### config.mk
export PLATFORM = sky130hd
export DESIGN_NAME = pipeline_ctrl
export DESIGN_NICKNAME = d
export VERILOG_FILES = /design/src/rtl/pipeline_ctrl.sv
export SDC_FILE = /design/constraint.sdc
export NUM_CORES = 1
export LEC_CHECK = 0
export ABC_AREA = 1
export BUFFER_PORTS_ARGS = -buffer_cell sky130_fd_sc_hd__buf_2
export CORE_AREA = 2 2 39 41
export DETAILED_ROUTE_END_ITERATION = 7
export DIE_AREA = 0 0 41 43
export HOLD_SLACK_MARGIN = 0.1
export SLEW_MARGIN = 30
export SYNTH_ARGS = -nofsm -noshare
export SYNTH_HDL_FRONTEND = slang
export SYNTH_SLANG_ARGS = --single-unit
export TNS_END_PERCENT = 50
### constraint.sdc
create_clock -name clock -period 1.6 [get_ports clock]
set_clock_uncertainty 0.05 [all_clocks]
set_input_delay 0.32 -clock clock [delete_from_list [all_inputs] [get_ports clock]]
set_output_delay 0.32 -clock clock [all_outputs]
set_load 0.05 [all_outputs]
### src/rtl/pipeline_ctrl.sv
// Hazard/mul-div stall controller: load-use bubbles, taken-branch flush, multi-cycle mul/div handshake (PIPE_CTRL_MD_TIMEOUT_EN adds an MD_BUSY abort counter).
// Latency: stall/bubble/flush/md_start are combinational from inputs; md_we/md_exc appear one cycle after md_ready (or the timeout pulse).
// Backpressure: stall holds PC and F/D for the whole mul/div, upstream waits indefinitely unless the timeout build is selected.
module pipeline_ctrl #(
    parameter int MD_TIMEOUT = 40
) (
    input  logic       clock,
    input  logic       reset,
    input  logic [4:0] d_rs,
    input  logic [4:0] d_rt,
    input  logic       d_uses_rt,
    input  logic       x_is_load,
    input  logic [4:0] x_rd,
    input  logic       x_md_valid,
    input  logic       x_branch_taken,
    input  logic       md_ready,
    input  logic       md_exception,
    output logic       stall,
    output logic       bubble,
    output logic       flush,
    output logic       md_start,
    output logic       md_we,
    output logic       md_exc,
    output logic       md_timeout
);

    typedef enum logic [1:0] {
        IDLE    = 2'd0,
        MD_BUSY = 2'd1,
        MD_DONE = 2'd2
    } state_t;

    state_t state_q, state_d;
    logic   exc_q, exc_d;
    logic   load_use;
    logic   to_hit;

    if (MD_TIMEOUT < 1) begin : g_bad_timeout
        $error("pipeline_ctrl: MD_TIMEOUT must be at least 1");
    end

    // r0 is hardwired zero, so a load targeting it never creates a dependency.
    assign load_use = x_is_load && (x_rd != 5'd0) &&
                      ((x_rd == d_rs) || (d_uses_rt && (x_rd == d_rt)));

`ifdef PIPE_CTRL_MD_TIMEOUT_EN
    localparam int CW = (MD_TIMEOUT > 1) ? $clog2(MD_TIMEOUT) : 1;

    logic [CW-1:0] cnt_q, cnt_d;

    assign to_hit = (cnt_q == CW'(MD_TIMEOUT - 1));

    always_comb begin
        cnt_d = cnt_q;
        if ((state_q == IDLE) && (state_d == MD_BUSY)) begin
            cnt_d = '0;
        end else if (state_q == MD_BUSY) begin
            cnt_d = cnt_q + CW'(1);
        end
    end

    always_ff @(posedge clock or negedge reset) begin
        if (!reset) begin
            cnt_q <= '0;
        end else begin
            cnt_q <= cnt_d;
        end
    end
`else
    assign to_hit = 1'b0;
`endif

    always_comb begin
        state_d    = state_q;
        exc_d      = exc_q;
        stall      = 1'b0;
        bubble     = 1'b0;
        flush      = 1'b0;
        md_start   = 1'b0;
        md_we      = 1'b0;
        md_exc     = 1'b0;
        md_timeout = 1'b0;

        case (state_q)
            IDLE: begin
                // Mul/div wins over a coincident taken branch; flush wins over load-use.
                if (x_md_valid) begin
                    md_start = 1'b1;
                    stall    = 1'b1;
                    exc_d    = 1'b0;
                    state_d  = MD_BUSY;
                end else if (x_branch_taken) begin
                    flush  = 1'b1;
                    bubble = 1'b1;
                end else if (load_use) begin
                    stall  = 1'b1;
                    bubble = 1'b1;
                end
            end
            MD_BUSY: begin
                stall  = 1'b1;
                bubble = 1'b1;
                if (md_ready) begin
                    exc_d   = md_exception;
                    state_d = MD_DONE;
                end else if (to_hit) begin
                    md_timeout = 1'b1;
                    exc_d      = 1'b1;
                    state_d    = MD_DONE;
                end
            end
            MD_DONE: begin
                md_we   = 1'b1;
                md_exc  = exc_q;
                state_d = IDLE;
            end
            default: begin
                state_d = IDLE;
            end
        endcase

        // Outputs must read zero for the whole time reset is held, not just after the next edge.
        if (!reset) begin
            stall      = 1'b0;
            bubble     = 1'b0;
            flush      = 1'b0;
            md_start   = 1'b0;
            md_we      = 1'b0;
            md_exc     = 1'b0;
            md_timeout = 1'b0;
        end
    end

    always_ff @(posedge clock or negedge reset) begin
        if (!reset) begin
            state_q <= IDLE;
            exc_q   <= 1'b0;
        end else begin
            state_q <= state_d;
            exc_q   <= exc_d;
        end
    end

endmodule

Word-level counts from Yosys, hierarchy flattened. Cells that the tools add are included.

Logic and storage cells: 43. Bits in registers: 3.

Reductions and logical operators: 9. Equality and inequality tests: 6. Muxes and demuxes: 26.

Operator list (count): $mux 1 (20); $eq 5x5->1 (2); $pmux 1 s2 (3); $reduce_bool 5->1 (1); $mux 2 (2); $ne 2x2->1 const B (2); $pmux 2 s2 (1); $logic_and 1x1->1 (3); $reduce_and 3->1 (1); $eq 2x1->1 const B (1); $eq 2x2->1 const B (1); $logic_not 2->1 (1); $reduce_and 2->1 (1); $reduce_bool 2->1 (1); $logic_or 1x1->1 (1).

Depth between registers and ports, before layout.
Word-level depth: 9. Depth in mapped cells: 10.

Least setup slack after synthesis. No wires, ideal clock.

Path type: reg-to-output. Start point: register state_q[1]. End point: output port md_exc. Cell stages (with the launch flop): 3. Setup slack: -0.728 ns. Buffers on the path: 0. Data arrival time: 1.958 ns. Required time: 1.230 ns. Cells stage by stage: dfrtp_1 > inv_1 > nor4_1.

Longest elaborated chain between the ends: 3.

Ends and longest elaborated chain: from (decl) (RTL line 33) `state_t state_q, state_d;`; from (signal assigned) (RTL line 139) `state_q <= state_d;`; $eq 2x2->1 (RTL line 84) `case (state_q)`; $mux 1 (RTL line 84); $mux 1 (RTL line 123) `if (!reset) begin`; to (decl) (RTL line 23) `output logic md_exc,`.

Every way passes these cells.

Worst setup path in the final report.
Start point: input port x_rd[4]. End point: output port stall.

Longest elaborated chain between the ends: 9. Elaborated cells on any way between the ends: 12. Those cells by class: eq/ne: 2; mux: 5; reduce/logical: 5.

Ends and longest elaborated chain: from (decl) (RTL line 13) `input logic [4:0] x_rd,`; $eq 5x5->1 (RTL line 44) `((x_rd == d_rs) || (d_uses_rt && (x_rd == d_rt)));`; $logic_and 1x1->1 (RTL line 44); $logic_or 1x1->1 (RTL line 44); $logic_and 1x1->1 (*) (RTL line 43) `assign load_use = x_is_load && (x_rd != 5'd0) &&`; $mux 1 (*) (RTL line 95) `end else if (load_use) begin`; $mux 1 (*) (RTL line 92) `end else if (x_branch_taken) begin`; $mux 1 (*) (RTL line 87) `if (x_md_valid) begin`; $pmux 1 s2 (*) (RTL line 84); $mux 1 (*) (RTL line 123); to (decl) (RTL line 18) `output logic stall,`.

Mark *: on every way between the ends. The rest lies on a longest branch, timed or not.

==> results.rst <==
.. list-table::
   :header-rows: 1

   * - Metric
     - Value
   * - R2R cell count
     - 7
   * - Final count of pins violating max slew
     - 0
   * - Smallest setup slack after layout
     - -0.01453 ns
   * - First-pass GRT wire length
     - 1.966 mm
   * - Gate family responsible for the most delay along the worst path
     - simple AND/OR/NAND/NOR gates
   * - Post-route ant nets
     - 0
   * - Buffering stage count on the worst path with inverters included
     - 2
   * - Post-synthesis cell count
     - 86
   * - CP max stage cell
     - sky130_fd_sc_hd__buf_6
   * - Outcome
     - complete, but fails checks
   * - Peak supply drop
     - 0.3037 mV
   * - Post-Syn Area per Cell
     - 4.932 um2
   * - Area occupied by multi-input gates
     - 317.8 um2
   * - DRT Pass-1 Iters
     - 4
   * - Antenna diodes
     - 0
   * - Critical hold path startpoint
     - md_ready
   * - Number of antenna violations at the first check in global routing
     - 0
   * - IO Count
     - 30
   * - Clock Sink Count
     - 3
   * - Clock buffers created by TritonCTS
     - 3
   * - Core area
     - 0.001384 mm2
   * - Reg2Reg Capture Point
     - exc_q
   * - R2r setup slk
     - 0.29 ns
   * - Via count of the first global-routing pass
     - 543
   * - Clock transition at path regs
     - 0.04 ns
   * - Core occupancy in the finished layout
     - 57.32%
   * - Static leakage
     - 0.4650 nW
   * - Routability cong.
     - 0.7641
   * - Fraction of final layout cells sized beyond drive strength 1
     - 47.50%
   * - Max Fanout on Critical Path
     - 4
   * - Fillers
     - 137
   * - Synth Warn #
     - 0
   * - Count of different cell masters after synthesis
     - 16
   * - Worst Setup End Kind
     - output pin
   * - Setup crit start kind
     - primary input
   * - Synth Cell Area
     - 424.2 um2
   * - Initial core utilization
     - 30.65%
   * - Shortest period the worst path allows
     - 1.615 ns
   * - Die X
     - 41 um
   * - Unrepaired setup endpoints after global routing
     - yes
   * - Sequential cell area fraction in the yosys report
     - 17.70%
   * - Maximum buffer depth of the clock tree
     - 2
   * - Placement Setup Slack
     - -0.1541 ns
   * - Clock tree from TritonCTS
     - yes
   * - Grt ovf
     - 0
   * - Chain of cells forming the critical path
     - buf_8 -> nand2_2 -> nand2_1 -> nor2_1 -> nand3_1 -> nand2_1 -> nand2_2 -> nor2_1 -> o21a_1 -> buf_6
   * - Wire length per cell
     - 8.485 um
   * - Violated checks
     - setup timing
   * - H-tree depth
     - 1
   * - Top library cells by usage in the layout, fill and taps aside
     - sky130_fd_sc_hd__nand2_1 (24), sky130_fd_sc_hd__inv_1 (15), sky130_fd_sc_hd__buf_2 (12), sky130_fd_sc_hd__buf_6 (12), sky130_fd_sc_hd__nor2_1 (8)
   * - Final layout net count
     - 144
   * - Worst Hold Path EP
     - state_q[0]
   * - HPWL after DPL
     - 894.1 um
   * - Clk_lat worst skew
     - 0.24 ns
   * - Library cell used as clock root buffer
     - sky130_fd_sc_hd__clkbuf_4
   * - Worst setup path category
     - primary input to output pin
   * - Area delta synth->final
     - 87.02%
   * - DRC violation total after the first TritonRoute iteration
     - 11
   * - # port buffers
     - 28
   * - Synthesis-stage register bit count
     - 3
   * - Critical register-to-register path startpoint
     - state_q[0]
   * - Total number of vias
     - 586
   * - Synth Net Count
     - 109
   * - Vertical die dimension
     - 43 um
   * - Sum of negative setup slack
     - -0.02330 ns
   * - Total routed wirelength
     - 1.154 mm
   * - Ratio of routed vias to standard cells
     - 4.309
   * - Worst hold path depth
     - 2
   * - CP peak stage delay
     - 0.16 ns
   * - Post-CTS Setup Inserts
     - 0
   * - Final routed DRC violation total
     - 0
   * - Tot GR Track Use
     - 16.82%
   * - Power density over the cells
     - 733.8 mW/mm2
   * - Area used by sequential logic in the layout
     - 75.07 um2
   * - Arrival time at the worst endpoint
     - 1.24 ns
   * - Required time reported for the critical path endpoint
     - 1.23 ns
   * - Max Clk Rate
     - 0.6194 GHz
   * - Max capacitance violation total
     - 0
   * - Setup violators final
     - 2
   * - Total power of the final layout
     - 0.0005821 W
   * - Cell Rows
     - 14
   * - Full die area
     - 0.001763 mm2
   * - Number of hold violations in the final report
     - 0
   * - Worst Hold Class
     - primary input to flop
   * - Largest net degree at the start of global routing
     - 5
   * - Period Utilization, post-route
     - 100.9%
   * - Commonest non-fill, non-tap cell in the layout
     - sky130_fd_sc_hd__nand2_1
## cell usage after synthesis
library cell,count,area share [%]
sky130_fd_sc_hd__nand2_1,30,27
sky130_fd_sc_hd__or2_2,1,1.5
sky130_fd_sc_hd__nor4_1,1,1.5
sky130_fd_sc_hd__inv_2,1,0.88
sky130_fd_sc_hd__inv_1,22,19
sky130_fd_sc_hd__conb_1,1,0.88
sky130_fd_sc_hd__nor3_1,2,2.4
sky130_fd_sc_hd__nand4_1,1,1.5
sky130_fd_sc_hd__dfrtp_1,3,18
sky130_fd_sc_hd__a21oi_2,1,2.1
sky130_fd_sc_hd__nor2_1,12,11
sky130_fd_sc_hd__nand3_1,4,4.7
sky130_fd_sc_hd__buf_4,1,1.8
sky130_fd_sc_hd__o21ai_0,4,4.7
sky130_fd_sc_hd__xnor2_1,1,2.1
sky130_fd_sc_hd__o21a_1,1,1.8
## power breakdown
part / leakage (nW) / switching (W) / internal, W
logic: 0.411 / 0.000200 / 0.000137
registers: 0.0389 / 0.0000116 / 0.0000970
clock network: 0.0150 / 0.0000434 / 0.0000937
## flip-flops by register name, summed over array words and instances (netlist names)
name     cells
state_q      2
exc_q        1
## worst max path at each step
stage	startpoint	to	slack [ns]	cells past startpoint
after floorplan	state_q[1]	md_exc	-0.17	2
after detailed placement	x_rd[2]	bubble	-0.15	12
after CTS	x_rd[2]	bubble	-0.05	12
final	x_rd[4]	stall	-0.01	10
after global routing	x_rd[4]	bubble	-0.11	12
after global placement	x_rd[2]	bubble	-0.14	12
## layout make-up
cell class	instances	share of cell area (%)
multi-input cells	59	40.06
repair buffers	31	33.44
inverters	23	11.20
flip-flops and latches	3	9.464
clock buffers	4	3.312
well taps	16	2.524
## metal layers
layer	vias to the layer above	share of wire, %	global-route usage (%)
met5	-	0	0
met4	0	3.2	12.00
met3	5	3.9	3.141
met2	15	53	28.75
met1	249	40	16.56
li1	317	-	-
## logic make-up (layout without fill, tap and decap cells)
| family | Yosys count | in the layout | share of synthesized area (%) |
|---|---|---|---|
| AND/OR/NAND/NOR | 51 | 51 | 48.68 |
| buffers and inverters | 24 | 58 | 22.12 |
| AO/OA/AOI/OAI | 6 | 6 | 8.556 |
| flip-flops | 3 | 3 | 17.70 |
| other | 1 | 1 | 0.8841 |
| XOR/XNOR | 1 | 1 | 2.065 |
## what timing repair did
action | in CTS | in global routing
hold endpoints to repair | 3 | 0
hold buffers | 1 | 0
endpoints found under the setup margin | 5 | 6
pin swaps | 16 | 13
cloned | 0 | 0
gates resized for setup | 27 | 17
## per-stage QoR
step / instance area (um2) / std cells / hold WS (ns)
floorplan: 446.7 / 86 / -0.02559
global placement: 614.3 / 131 / 0.07172
detailed placement: 614.3 / 131 / 0.07564
CTS: 744.5 / 136 / 0.2509
global route: 793.3 / 136 / 0.2591
finish: 793.3 / 136 / 0.2494
Power figures use the tool's default switching activity.
